`config.mk`:
```
export PLATFORM = sky130hd
export DESIGN_NAME = alarm_ringer
export DESIGN_NICKNAME = d
export VERILOG_FILES = /design/src/rtl/alarm_ringer.sv
export SDC_FILE = /design/constraint.sdc
export NUM_CORES = 1
export LEC_CHECK = 0
export ABC_AREA = 1
export CAP_MARGIN = 40
export CELL_PAD_IN_SITES_DETAIL_PLACEMENT = 0
export CELL_PAD_IN_SITES_GLOBAL_PLACEMENT = 1
export CORE_AREA = 3 3 66 68
export CTS_BUF_LIST = sky130_fd_sc_hd__clkbuf_8
export DETAILED_ROUTE_END_ITERATION = 10
export DIE_AREA = 0 0 69 71
export GPL_ROUTABILITY_DRIVEN = 1
export PLACE_DENSITY = 0.82
export SYNTH_ARGS = -nofsm -noshare
export SYNTH_HDL_FRONTEND = slang
export SYNTH_SLANG_ARGS = --single-unit
```
`constraint.sdc`:
```
create_clock -name ck -period 2.2 [get_ports ck]
set_clock_uncertainty 0.15 [all_clocks]
set_input_delay 0.44 -clock ck [delete_from_list [all_inputs] [get_ports ck]]
set_output_delay 0.44 -clock ck [all_outputs]
set_load 0.02 [all_outputs]
```
`src/rtl/alarm_ringer.sv`:
```
// alarm_ringer: rings a gated buzzer tone (1 s on / 1 s off) on a fresh alarm match, with stop and auto-timeout.
// Define ALARM_SNOOZE_EN to build in the timed snooze path (SNOOZE state, snoozing, snooze_cnt).
module alarm_ringer #(
    parameter int TONE_DIV   = 50000,
    parameter int RING_SEC   = 60,
    parameter int SNOOZE_SEC = 300,
    parameter int MAX_SNOOZE = 3
) (
    input  logic       ck,
    input  logic       reset,
    input  logic       enable,
    input  logic       match,
    input  logic       sec_tick,
    input  logic       stop,
    input  logic       snooze,
    output logic       buzz,
    output logic       ringing,
    output logic       snoozing,
    output logic [1:0] snooze_cnt
);

    localparam int SEC_MAX = (RING_SEC > SNOOZE_SEC) ? RING_SEC : SNOOZE_SEC;
    localparam int SEC_W   = (SEC_MAX > 1) ? $clog2(SEC_MAX) : 1;
    localparam int TONE_W  = (TONE_DIV > 1) ? $clog2(TONE_DIV) : 1;
    localparam logic [SEC_W-1:0]  RING_LAST = SEC_W'(RING_SEC - 1);
    localparam logic [TONE_W-1:0] TONE_LAST = TONE_W'(TONE_DIV - 1);

    typedef enum logic [1:0] {
        S_IDLE   = 2'd0,
        S_RING   = 2'd1,
        S_SNOOZE = 2'd2,
        S_DONE   = 2'd3
    } state_t;

    state_t              r_state;
    state_t              w_next;
    logic                r_stop_q;
    logic                r_match_q;
    logic                w_stop_rise;
    logic                w_match_rise;
    logic [SEC_W-1:0]    r_sec_cnt;
    logic [TONE_W-1:0]   r_tone_cnt;
    logic                r_gate;
    logic                r_tone;
    logic                w_ring_start;
    logic                w_ring_tick;
    logic                w_restart;

    assign w_stop_rise  = stop & ~r_stop_q;
    assign w_match_rise = match & ~r_match_q;

`ifdef ALARM_SNOOZE_EN
    localparam logic [SEC_W-1:0] SNOOZE_LAST = SEC_W'(SNOOZE_SEC - 1);
    localparam logic [1:0]       SNOOZE_MAX  = 2'(MAX_SNOOZE);

    logic       r_snooze_q;
    logic       w_snooze_rise;
    logic       w_snooze_start;
    logic       w_snooze_tick;
    logic       w_rering;
    logic [1:0] r_snooze_cnt;

    assign w_snooze_rise = snooze & ~r_snooze_q;
    assign w_restart     = w_ring_start | w_rering;
    assign snoozing      = (r_state == S_SNOOZE);
    assign snooze_cnt    = r_snooze_cnt;
`else
    logic [2:0] w_unused;

    assign w_unused   = {snooze, 2'(MAX_SNOOZE)};
    assign w_restart  = w_ring_start;
    assign snoozing   = 1'b0;
    assign snooze_cnt = 2'd0;
`endif

    assign ringing = (r_state == S_RING);
    assign buzz    = ringing & r_gate & r_tone;

    always_ff @(posedge ck) begin
        if (reset) r_state <= S_IDLE;
        else       r_state <= w_next;
    end

    // Disable overrides every event; stop beats snooze, snooze beats the second tick.
    always_comb begin
        w_next       = r_state;
        w_ring_start = 1'b0;
        w_ring_tick  = 1'b0;
`ifdef ALARM_SNOOZE_EN
        w_snooze_start = 1'b0;
        w_snooze_tick  = 1'b0;
        w_rering       = 1'b0;
`endif
        if (!enable) begin
            w_next = S_IDLE;
        end else begin
            case (r_state)
                S_IDLE: begin
                    if (w_match_rise) begin
                        w_next       = S_RING;
                        w_ring_start = 1'b1;
                    end
                end
                S_RING: begin
                    if (w_stop_rise) begin
                        w_next = S_DONE;
                    end
`ifdef ALARM_SNOOZE_EN
                    else if (w_snooze_rise) begin
                        if (r_snooze_cnt < SNOOZE_MAX) begin
                            w_next         = S_SNOOZE;
                            w_snooze_start = 1'b1;
                        end else begin
                            w_next = S_DONE;
                        end
                    end
`endif
                    else if (sec_tick) begin
                        if (r_sec_cnt == RING_LAST) w_next = S_DONE;
                        else                        w_ring_tick = 1'b1;
                    end
                end
`ifdef ALARM_SNOOZE_EN
                S_SNOOZE: begin
                    if (w_stop_rise) begin
                        w_next = S_DONE;
                    end else if (sec_tick) begin
                        if (r_sec_cnt == SNOOZE_LAST) begin
                            w_next   = S_RING;
                            w_rering = 1'b1;
                        end else begin
                            w_snooze_tick = 1'b1;
                        end
                    end
                end
`endif
                S_DONE: begin
                    if (!match) w_next = S_IDLE;
                end
                default: w_next = S_IDLE;
            endcase
        end
    end

    always_ff @(posedge ck) begin
        if (reset) begin
            r_stop_q   <= 1'b0;
            r_match_q  <= 1'b0;
            r_sec_cnt  <= '0;
            r_tone_cnt <= '0;
            r_gate     <= 1'b0;
            r_tone     <= 1'b0;
        end else begin
            r_stop_q  <= stop;
            r_match_q <= match;

            if (w_restart) begin
                r_sec_cnt <= '0;
                r_gate    <= 1'b1;
            end else if (w_ring_tick) begin
                r_sec_cnt <= r_sec_cnt + SEC_W'(1);
                r_gate    <= ~r_gate;
            end
`ifdef ALARM_SNOOZE_EN
            else if (w_snooze_start) begin
                r_sec_cnt <= '0;
            end else if (w_snooze_tick) begin
                r_sec_cnt <= r_sec_cnt + SEC_W'(1);
            end
`endif

            // Tone divider free-runs only while ringing.
            if (w_restart) begin
                r_tone_cnt <= '0;
                r_tone     <= 1'b0;
            end else if (r_state == S_RING) begin
                if (r_tone_cnt == TONE_LAST) begin
                    r_tone_cnt <= '0;
                    r_tone     <= ~r_tone;
                end else begin
                    r_tone_cnt <= r_tone_cnt + TONE_W'(1);
                end
            end
        end
    end

`ifdef ALARM_SNOOZE_EN
    always_ff @(posedge ck) begin
        if (reset) begin
            r_snooze_q   <= 1'b0;
            r_snooze_cnt <= 2'd0;
        end else begin
            r_snooze_q <= snooze;
            if (!enable || w_ring_start)
                r_snooze_cnt <= 2'd0;
            else if (w_snooze_start)
                r_snooze_cnt <= r_snooze_cnt + 2'd1;
        end
    end
`endif

endmodule
```
==> metrics.md <==
| Metric | Value |
|---|---|
| Final core utilization | 50.70% |
| Synth unique cells | 31 |
| Post-synthesis xor/xnor area fraction | 3.941% |
| Adder-cell share of the synthesized area | 1.407% |
| Clock transition at path regs | 0.06 ns |
| CP Launch Type | register |
| Unrepaired setup endpoints after global routing | no |
| Htree depth | 2 |
| Largest net degree at the start of global routing | 11 |
| Crit path max-delay cell type | clkdlybuf4s50_1 |
| Clk root buf | clkbuf_8 |
| M1 GR Usage | 19.25% |
| Met3 GRT Util | 5.540% |
| Synthesized cell area | 0.001778 mm² |
| Final Max Slew Viols | 0 |
| Critical Path RT | 1.61 ns |
| Share of layout cells above drive strength 1 | 10.28% |
| Grt total ovfl | 0 |
| Nets | 290 |
| Worst setup EP type | primary output |
| Synth Warn # | 0 |
| Final antenna-violating net count | 0 |
| Final setup TNS | 0 ns |
| Fillers | 435 |
| Drt wl/cell | 11.00 µm |
| HP Class | register to register |
| DR vias/cell | 4.792 |
| GRT met2 Usage | 27.33% |
| Final setup fails | 0 |
| Multiplexer area fraction after synthesis | 0% |
| Post-synthesis compound-gate area fraction | 5.982% |
| Die area | 0.004899 mm² |
| Sequential area share after synthesis | 34.90% |
| Post-Synthesis Cells | 266 |
| Vias in the first global route | 1491 |
| Simple-gate area share of the yosys netlist | 42.43% |
| Outcome | completed |
| First-pass GRT wire length | 6.575 mm |
| Worst skew pair latency | 0.29 ns |
| CP delay by family, top | buffers and inverters |
| WP buf/inv | 2 |
| Post-DP HPWL | 2.743 mm |
| Synthesized area per cell | 6.684 µm² |
| DRT iter0 DRCs | 72 |
| Initial antenna violation count | 0 |
| Worst-path maximum fanout | 5 |
| #FFs+latches synth | 31 |
| P per Cell Area | 545.6 mW/mm² |
| Core Region | 0.003914 mm² |
| Cell Chain, Critical Path | inv_2 > nand2_4 > nor2_1 > clkdlybuf4s50_1 |
| # clock sinks | 31 |
| CTS tree | built |
| Max cap viols | 0 |
| Pleak | 0.8480 nW |
| Area Overhead vs Synth | 11.61% |
| DRC viols | 0 |
| Maximum VDD drop | 0.0002769 V |
| Final Hold Fails | 0 |
| Site Rows | 23 |
| F_max | 0.4784 GHz |
| CP Class | register to primary output |
| Via count | 1591 |
| Hold_buf cts | 0 |
| I/O Buffers | 7 |
| Initial core utilization | 45.43% |
| WP data arrival | 1.50 ns |
| Drt first pass iters | 4 |
| GP Congestion | 0.7605 |
| Minimum clock period | 2.090 ns |
| Final WL | 3.651 mm |
| Largest family of logic cells by synthesized area | simple AND/OR/NAND/NOR gates |
| Die width | 69 µm |
| Die height | 71 µm |
| Gr busiest metal | met2 |
| TritonCTS Buffers | 5 |
| Crit path largest cell delay | 0.61 ns |
| Tcrit/Tclk final | 95.01% |
| Clk buf depth | 2 |
| Number of top-level pins | 12 |
| Tot GR Track Use | 16.75% |
| ANT cells | 0 |
==> where the power goes <==
| part | internal (mW) | switching, mW |
|---|---|---|
| logic | 0.0301 | 0.0494 |
| clock network | 0.212 | 0.218 |
| registers | 0.568 | 0.00521 |
==> kinds of logic after synthesis <==
group / count (synthesis)
flip-flops: 31
buffers and inverters: 44
AO/OA/AOI/OAI: 18
adder cells (fa/ha/maj): 2
other: 1
XOR/XNOR: 8
AND/OR/NAND/NOR: 162
==> repair_timing <==
action | CTS | global route
setup endpoints to repair | 0 | 1
buffers inserted | 0 | 0
gates resized for setup | 0 | 1
endpoints found under the hold margin | 0 | 0
==> state kept, by name, indices dropped and copies added, names as in the netlist <==
signal / count
r_tone_cnt: 16
r_sec_cnt: 9
r_state: 2
r_gate: 1
r_match_q: 1
r_stop_q: 1
r_tone: 1
==> synthesized netlist by cell type <==
library cell	n	area share, %
dfxtp_1	31	35
nor4_1	1	0.35
nand3_2	2	1.1
inv_1	36	7.6
a21boi_0	1	0.42
nor2_2	2	0.70
nand2_1	79	17
nor3b_1	1	0.42
nor2_1	40	8.4
ha_1	2	1.4
o21ai_1	1	0.28
nand3_1	17	4.8
nor3_1	5	1.4
xnor2_1	3	1.5
nor3_4	1	0.92
nand3b_1	1	0.42
buf_4	4	1.7
o21bai_1	1	0.42
o21ai_0	3	0.84
buf_12	1	1.1
nand2_4	2	1.3
nor2_4	6	3.8
xor2_1	5	2.5
nand4_2	1	0.70
inv_2	2	0.42
buf_2	1	0.28
a21oi_1	10	2.8
a211oi_2	1	0.70
conb_1	1	0.21
nand4_1	4	1.4
o21ai_2	1	0.49
==> worst min-delay path, cell delays in order (launching register included) <==
cell and delay [ns]:
dfxtp_1 0.33, inv_1 0.06, a211oi_2 0.05
==> metrics by stage <==
step	cell area [µm²]	total power, mW	hold WS, ns	setup WS, ns	std cells
global route	1984	1.134	0.3660	0.008223	332
floorplan	1785	0.6421	0.3067	0.7071	268
CTS	1982	1.101	0.3349	0.02723	332
detailed placement	1901	0.6664	0.3238	0.2319	324
finish	1984	1.083	0.3311	0.1098	332
global placement	1901	0.6660	0.3206	0.2514	324
==> layout make-up <==
type / count / area [µm²] / area share (%)
sequential: 31 / 620.6 / 31.27
inverter: 38 / 142.6 / 7.188
timing repair buffer: 12 / 110.1 / 5.549
clock inverter: 3 / 12.51 / 0.6305
tap: 50 / 62.56 / 3.153
clock buffer: 5 / 68.82 / 3.468
multi-input combinational: 193 / 967.2 / 48.74
==> routing by layer <==
metal | up-vias | part of all wire (%)
li1 | 850 | -
met4 | 0 | 3.5
met5 | - | 0
met3 | 14 | 3.9
met1 | 703 | 46
met2 | 24 | 47
==> layout by cell type, fill, tap and decap left out, types with 4 or more instances in the layout <==
cell / instances
nand2_1: 79
nor2_1: 40
inv_1: 38
dfxtp_1: 31
nand3_1: 17
a21oi_1: 10
nor2_4: 6
clkdlybuf4s50_1: 6
xor2_1: 5
nor3_1: 5
clkbuf_8: 5
buf_4: 5
nand4_1: 4
==> worst paths after layout <==
check	slack, ns	cells past startpoint	startpoint	end
max	0.11	4	r_state[1]$_SDFFE_PP0P_	buzz
min	0.33	2	r_tone_cnt[2]$_SDFFE_PP0N_	r_tone_cnt[2]$_SDFFE_PP0N_
max reg2reg	0.51	8	r_state[1]$_SDFFE_PP0P_	r_sec_cnt[6]$_SDFFE_PP0P_
min reg2reg	0.33	2	r_tone_cnt[2]$_SDFFE_PP0N_	r_tone_cnt[2]$_SDFFE_PP0N_
(Power assumes the default switching activity.)
